**config.mk**
```make
export PLATFORM = sky130hd
export DESIGN_NAME = mem_port_arbiter
export DESIGN_NICKNAME = d
export VERILOG_FILES = /design/src/rtl/mem_arb_pkg.sv /design/src/rtl/arb_prio_sel.sv /design/src/rtl/mem_port_arbiter.sv
export SDC_FILE = /design/constraint.sdc
export NUM_CORES = 1
export LEC_CHECK = 0
export CAP_MARGIN = 20
export CORE_MARGIN = 4
export CORE_UTILIZATION = 42
export CTS_CLUSTER_SIZE = 30
export DETAILED_ROUTE_END_ITERATION = 8
export GPL_TIMING_DRIVEN = 0
export PLACE_DENSITY_LB_ADDON = 0.25
export SLEW_MARGIN = 40
export SYNTH_ARGS = -nofsm -noshare
export SYNTH_HDL_FRONTEND = slang
export SYNTH_HIERARCHICAL = 1
export SYNTH_SLANG_ARGS = --single-unit
```
**constraint.sdc**
```tcl
create_clock -name clk -period 4.9 [get_ports clk]
set_input_delay 0.49 -clock clk [delete_from_list [all_inputs] [get_ports clk]]
set_output_delay 0.49 -clock clk [all_outputs]
set_load 0.01 [all_outputs]
```
**src/rtl/mem_arb_pkg.sv**
```systemverilog
// Shared types and constants for the external memory port arbiter.
package mem_arb_pkg;

  typedef enum logic [1:0] {
    IDLE   = 2'd0,
    ACCESS = 2'd1,
    RESP   = 2'd2
  } state_t;

  localparam logic OWN_IF = 1'b0;
  localparam logic OWN_D  = 1'b1;

  // Read data returned to the owner when an access times out.
  localparam logic [31:0] TIMEOUT_DATA = 32'hDEAD_BEEF;

endpackage

```
**src/rtl/arb_prio_sel.sv**
```systemverilog
// Winner selection for the shared memory port: data has priority, but after
// STARVE_LIMIT consecutive data grants taken while fetch waited, fetch wins.
module arb_prio_sel
  import mem_arb_pkg::*;
#(
  parameter int STARVE_LIMIT = 4
) (
  input  logic clk,
  input  logic rst,
  input  logic arb_en,    // arbiter is idle and may grant this cycle
  input  logic if_req,
  input  logic d_req,
  output logic win_vld,
  output logic win_own
);

  localparam logic [3:0] LIMIT = 4'(STARVE_LIMIT);

  logic [3:0] streak;

  // Pick the winner among the pending requests.
  always_comb begin
    win_vld = if_req | d_req;
    win_own = OWN_IF;
    if (d_req && !(if_req && streak == LIMIT))
      win_own = OWN_D;
  end

  // Streak counts data grants that made a waiting fetch lose.
  always_ff @(posedge clk or posedge rst) begin
    if (rst) begin
      streak <= '0;
    end else if (arb_en && win_vld) begin
      if (win_own == OWN_D && if_req)
        streak <= (streak == LIMIT) ? streak : streak + 4'd1;
      else
        streak <= '0;
    end
  end

endmodule

```
**src/rtl/mem_port_arbiter.sv**
```systemverilog
// Shares one external memory port between instruction fetch and the data port.
// One transaction at a time: IDLE -> ACCESS -> RESP -> IDLE.
// Optional macro ARB_TIMEOUT_EN: bounded ACCESS wait with sticky timeout_err.
module mem_port_arbiter
  import mem_arb_pkg::*;
#(
  parameter int ADDR_W         = 16,
  parameter int DATA_W         = 32,
  parameter int STARVE_LIMIT   = 4,
  parameter int TIMEOUT_CYCLES = 255
) (
  input  logic              clk,
  input  logic              rst,
  input  logic              if_req,
  input  logic [ADDR_W-1:0] if_addr,
  output logic              if_gnt,
  output logic              if_valid,
  output logic [DATA_W-1:0] if_rdata,
  input  logic              d_req,
  input  logic              d_we,
  input  logic [ADDR_W-1:0] d_addr,
  input  logic [DATA_W-1:0] d_wdata,
  output logic              d_gnt,
  output logic              d_valid,
  output logic [DATA_W-1:0] d_rdata,
  output logic [ADDR_W-1:0] ext_mem_addr,
  output logic [DATA_W-1:0] ext_mem_wdata,
  output logic              ext_mem_write,
  output logic              ext_mem_read,
  input  logic [DATA_W-1:0] ext_mem_rdata,
  input  logic              ext_mem_ready,
  output logic              owner,
  output logic              busy,
  output logic              timeout_err
);

  if (STARVE_LIMIT < 1 || STARVE_LIMIT > 15) begin : g_bad_starve
    $error("STARVE_LIMIT out of range 1..15");
  end
  if (TIMEOUT_CYCLES < 1 || TIMEOUT_CYCLES > 65535) begin : g_bad_tmo
    $error("TIMEOUT_CYCLES out of range 1..65535");
  end

  state_t            state, state_nxt;
  logic              win_vld, win_own;
  logic              acc_tmo, acc_done;
  logic              lat_we;
  logic [DATA_W-1:0] cap_data;

  arb_prio_sel #(.STARVE_LIMIT(STARVE_LIMIT)) u_sel (
    .clk     (clk),
    .rst     (rst),
    .arb_en  (state == IDLE),
    .if_req  (if_req),
    .d_req   (d_req),
    .win_vld (win_vld),
    .win_own (win_own)
  );

`ifdef ARB_TIMEOUT_EN
  localparam logic [15:0] TMO_LAST = 16'(TIMEOUT_CYCLES - 1);
  logic [15:0] wait_cnt;

  assign acc_tmo  = (wait_cnt == TMO_LAST) && !ext_mem_ready;
  // ready wins over a coincident timeout, so real data is never discarded
  assign cap_data = ext_mem_ready ? ext_mem_rdata : DATA_W'(TIMEOUT_DATA);

  // Count ACCESS cycles; entry to ACCESS is always from IDLE, so clear there.
  always_ff @(posedge clk or posedge rst) begin
    if (rst) begin
      wait_cnt    <= '0;
      timeout_err <= 1'b0;
    end else begin
      if (state == IDLE)
        wait_cnt <= '0;
      else if (state == ACCESS)
        wait_cnt <= wait_cnt + 16'd1;
      if (state == ACCESS && acc_tmo)
        timeout_err <= 1'b1;
    end
  end
`else
  assign acc_tmo     = 1'b0;
  assign cap_data    = ext_mem_rdata;
  assign timeout_err = 1'b0;
`endif

  assign acc_done = ext_mem_ready | acc_tmo;

  // State register.
  always_ff @(posedge clk or posedge rst) begin
    if (rst) state <= IDLE;
    else     state <= state_nxt;
  end

  // Next-state logic; requests are only looked at in IDLE.
  always_comb begin
    state_nxt = state;
    case (state)
      IDLE:    if (win_vld)  state_nxt = ACCESS;
      ACCESS:  if (acc_done) state_nxt = RESP;
      RESP:    state_nxt = IDLE;
      default: state_nxt = IDLE;
    endcase
  end

  // Latch the winning request, pulse its grant, capture read data on completion.
  always_ff @(posedge clk or posedge rst) begin
    if (rst) begin
      ext_mem_addr  <= '0;
      ext_mem_wdata <= '0;
      lat_we        <= 1'b0;
      owner         <= OWN_IF;
      if_gnt        <= 1'b0;
      d_gnt         <= 1'b0;
      if_rdata      <= '0;
      d_rdata       <= '0;
    end else begin
      if_gnt <= 1'b0;
      d_gnt  <= 1'b0;
      if (state == IDLE && win_vld) begin
        owner         <= win_own;
        ext_mem_addr  <= (win_own == OWN_D) ? d_addr : if_addr;
        ext_mem_wdata <= (win_own == OWN_D) ? d_wdata : '0;
        lat_we        <= (win_own == OWN_D) && d_we;
        if_gnt        <= (win_own == OWN_IF);
        d_gnt         <= (win_own == OWN_D);
      end
      if (state == ACCESS && acc_done) begin
        if (owner == OWN_IF)
          if_rdata <= cap_data;
        else if (!lat_we || !ext_mem_ready)
          d_rdata  <= cap_data;
      end
    end
  end

  // Strobes decode straight from state so reset drops them immediately.
  assign ext_mem_read  = (state == ACCESS) && !lat_we;
  assign ext_mem_write = (state == ACCESS) &&  lat_we;
  assign busy          = (state != IDLE);
  assign if_valid      = (state == RESP) && (owner == OWN_IF);
  assign d_valid       = (state == RESP) && (owner == OWN_D);

endmodule

```
==> impl_table.tex <==
\begin{tabular}{lr}
\hline
Metric & Value \\
\hline
\multicolumn{2}{l}{\textbf{Outcome}} \\
Run status & complete, no violations \\
\multicolumn{2}{l}{\textbf{Timing}} \\
Final number of max-transition violations & 0 \\
Slew at the pin with the worst max-slew slack & 0.768 ns \\
Setup TNS & 0 ns \\
Final Critical Period & 2.20 ns \\
Final hold vios & 0 \\
Final period utilization & 0.449 \\
Final Worst Setup Slack & 2.70 ns \\
Unrepaired setup endpoints after global routing & false \\
Endpoints failing setup & 0 \\
Post-Route Skew & 0.00807 ns \\
Max-slew headroom at the worst pin & 0.488 \\
Maximum clock frequency & 454 MHz \\
\multicolumn{2}{l}{\textbf{Die}} \\
I/O pin cnt & 223 \\
Floorplan die width & 118 microns \\
Initial Util & 0.435 \\
Row cnt & 39 \\
Area of the die & 13800 sq um \\
Die extent in y & 118 microns \\
Core ar. & 11600 sq um \\
\multicolumn{2}{l}{\textbf{Critical path}} \\
Critical path's slowest cell & dfrtp\_1 \\
CP Buf/Inv Count & 1 \\
Classification of the worst setup path & flip-flop to primary output \\
Worst Path Max Fanout & 9 \\
Sequence of cells on the critical path & or2\_2 > clkdlybuf4s50\_1 \\
Top cell family by delay on the critical path & flip-flops \\
Crit-path max cell delay & 0.48 ns \\
Required time at the endpoint of the critical path & 4.41 ns \\
Critical path arrival & 1.71 ns \\
Crit. End Element & primary output \\
Setup crit start kind & flip-flop \\
\multicolumn{2}{l}{\textbf{Cells and area}} \\
Nets & 746 \\
Post-route non-filler standard cell count & 795 \\
Number of antenna repair diodes & 0 \\
Fraction of layout cells with a size suffix above 1 & 0.170 \\
Highest-count cells in the layout ignoring fill and taps & 221 x clkdlybuf4s50\_1, 122 x dfrtp\_1, 86 x nand2\_1 \\
Most common cell after layout, fill and taps aside & clkdlybuf4s50\_1 \\
Post-layout util & 0.691 \\
Area growth from synthesis to layout & 58.7\% \\
\multicolumn{2}{l}{\textbf{Global routing}} \\
Number of global-route vias before repair & 4331 \\
Initial antenna violation count & 0 \\
Total global-route track usage & 0.212 \\
Grt ovf & 0 \\
Pin count of the biggest net entering global routing & 75 \\
First-pass GRT wire length & 23000 microns \\
\multicolumn{2}{l}{\textbf{Placement}} \\
IO buf count & 221 \\
Gp weighted congestion & 0.787 \\
Hpwl dp & 10500 microns \\
\# placed instances & 766 \\
Pre-CTS WS & 2.33 ns \\
\multicolumn{2}{l}{\textbf{Drt}} \\
Total routed wirelength & 13900 microns \\
Per-cell via count in the routed design & 4.91 \\
First-pass DRT Iterations & 4 \\
Routed WL per cell & 17.5 microns \\
Sum of routed wire segments on met1 & 5240 microns \\
Met2 layer wire length in the routed design & 6910 microns \\
Number of antenna-violating nets in the routed design & 0 \\
DRC violations left & 0 \\
Top layer in use & met4 \\
Total number of vias & 3907 \\
Routed length on met3 & 1520 microns \\
Number of design-rule violations left by the first detailed-router iteration & 192 \\
\multicolumn{2}{l}{\textbf{Clock network}} \\
CTS H-tree depth & 4 \\
Post-CTS Resized & 0 \\
CTS clock-pin slew for the worst setup and hold paths & 0.05 ns \\
Clock latency on the worst-skew pair & 0.41 ns \\
Setup Buffers After CTS & 0 \\
Num Clock Sinks & 122 \\
Cts bufs inserted & 17 \\
Hold-fix buffers, CTS & 0 \\
Root Driver & clkbuf\_16 \\
Buffers from clock root to sink, at most & 2 \\
TritonCTS clock tree & yes \\
\multicolumn{2}{l}{\textbf{Power and ir drop}} \\
Peak VDD IR & 0.000295 V \\
Leakage power summed over all cells & 3.51 nW \\
Power per standard cell area & 618 nW/um\^{}2 \\
Total power of the final layout & 4.94 mW \\
\multicolumn{2}{l}{\textbf{Logic synthesis}} \\
Per-instance average area after synthesis & 12.6 sq um \\
Part of the Yosys area used for sequential elements & 0.606 \\
Synth Net Count & 505 \\
Number of warnings issued by yosys & 6 \\
Most used flip-flop cell after synthesis & dfrtp\_1 \\
Number of synthesized flops with an enable pin & 0 \\
Cell variety after synth & 35 \\
Mapped Area & 5040 sq um \\
Post-synthesis sequential element count & 122 \\
Share of flip-flops with an asynchronous set or reset after synthesis & 1.00 \\
Number of instances in the synthesized netlist & 401 \\
\multicolumn{2}{l}{\textbf{Run}} \\
Max-cap violations & 0 \\
\multicolumn{2}{l}{\textbf{Worst hold path}} \\
Hold crit path type & input pin to asynchronous set/reset pin \\
\hline
\end{tabular}
==> worst paths after layout <==
| check | cells after the start | to | from | slack [ns] |
|---|---|---|---|---|
| setup / recovery | 2 | busy | state[0] | 2.70 |
| hold / removal | 2 | u_sel/streak[3] | rst | 0.46 |
| setup reg to reg | 8 | ext_mem_addr[14] | u_sel/streak[0] | 2.71 |
| hold reg to reg | 2 | ext_mem_addr[0] | ext_mem_addr[0] | 0.48 |
| max in group asynchronous | 3 | if_rdata[1] | rst | 3.75 |
| min in group clk | 2 | ext_mem_addr[0] | ext_mem_addr[0] | 0.48 |
==> cell type report <==
cell class	instances	area (sq um)
Timing Repair Buffer	222	2240
Multi-Input combinational cell	247	1820
Sequential cell	122	3050
Clock inverter	3	40.0
Tap cell	143	179
Buffer	24	129
Fill cell	864	3570
Inverter	8	37.5
Clock buffer	26	489
==> cells by family after synthesis <==
| logic type | synth area share |
|---|---|
| adder cells (fa/ha/maj) | 0.00497 |
| flip-flops | 0.606 |
| multiplexers | 0.197 |
| buffers and inverters | 0.0316 |
| AND/OR/NAND/NOR | 0.0964 |
| other | 0.000745 |
| AO/OA/AOI/OAI | 0.0629 |
==> worst reg2reg max path: cells and delay by family (launching register included) <==
| kind | cells | cell delay [ns] |
|---|---|---|
| adders and majority gates | 1 | 0.21 |
| AOI/OAI and AO/OA | 2 | 0.22 |
| DFF | 1 | 0.36 |
| and+or+nand+nor | 1 | 0.14 |
| muxes | 1 | 0.27 |
| buffers and inverters | 3 | 0.87 |
==> per-stage QoR <==
stage / hold WS [ns] / instance area (sq um)
floorplan: 0.256 / 5040
global placement: 0.461 / 7430
detailed placement: 0.469 / 7460
CTS: 0.445 / 7990
global route: 0.466 / 7990
finish: 0.456 / 7990
==> routing by layer <==
layer | track usage | vias to the layer above
met1 | 0.232 | 1862
li1 | - | 1842
met3 | 0.102 | 20
met2 | 0.355 | 183
met5 | 0 | -
met4 | 0.0850 | 0
==> Yosys cell counts (3+ instances only) <==
cell | count | area (sq um)
clkbuf_1 | 10 | 37.5
inv_1 | 8 | 30.0
o21ai_1 | 7 | 35.0
nand2_1 | 86 | 323
mux2i_1 | 16 | 160
o21ai_0 | 43 | 215
buf_6 | 3 | 33.8
mux2_2 | 34 | 383
buf_2 | 10 | 50.1
mux2_4 | 30 | 450
dfrtp_1 | 122 | 3050
==> power by group <==
part	internal [mW]	leakage (nW)	switching, mW
clock network	0.726	0.260	0.396
logic	1.26	1.74	0.812
registers	1.47	1.51	0.278
total	3.45	3.51	1.49
==> sequential cells by signal (all words and copies together), names as in the netlist <==
signal         count
ext_mem_wdata     32
d_gnt              1
owner              1
lat_we             1
d_rdata           32
u_sel/streak       4
if_rdata          32
ext_mem_addr      16
if_gnt             1
state              2
(Power assumes the default switching activity.)
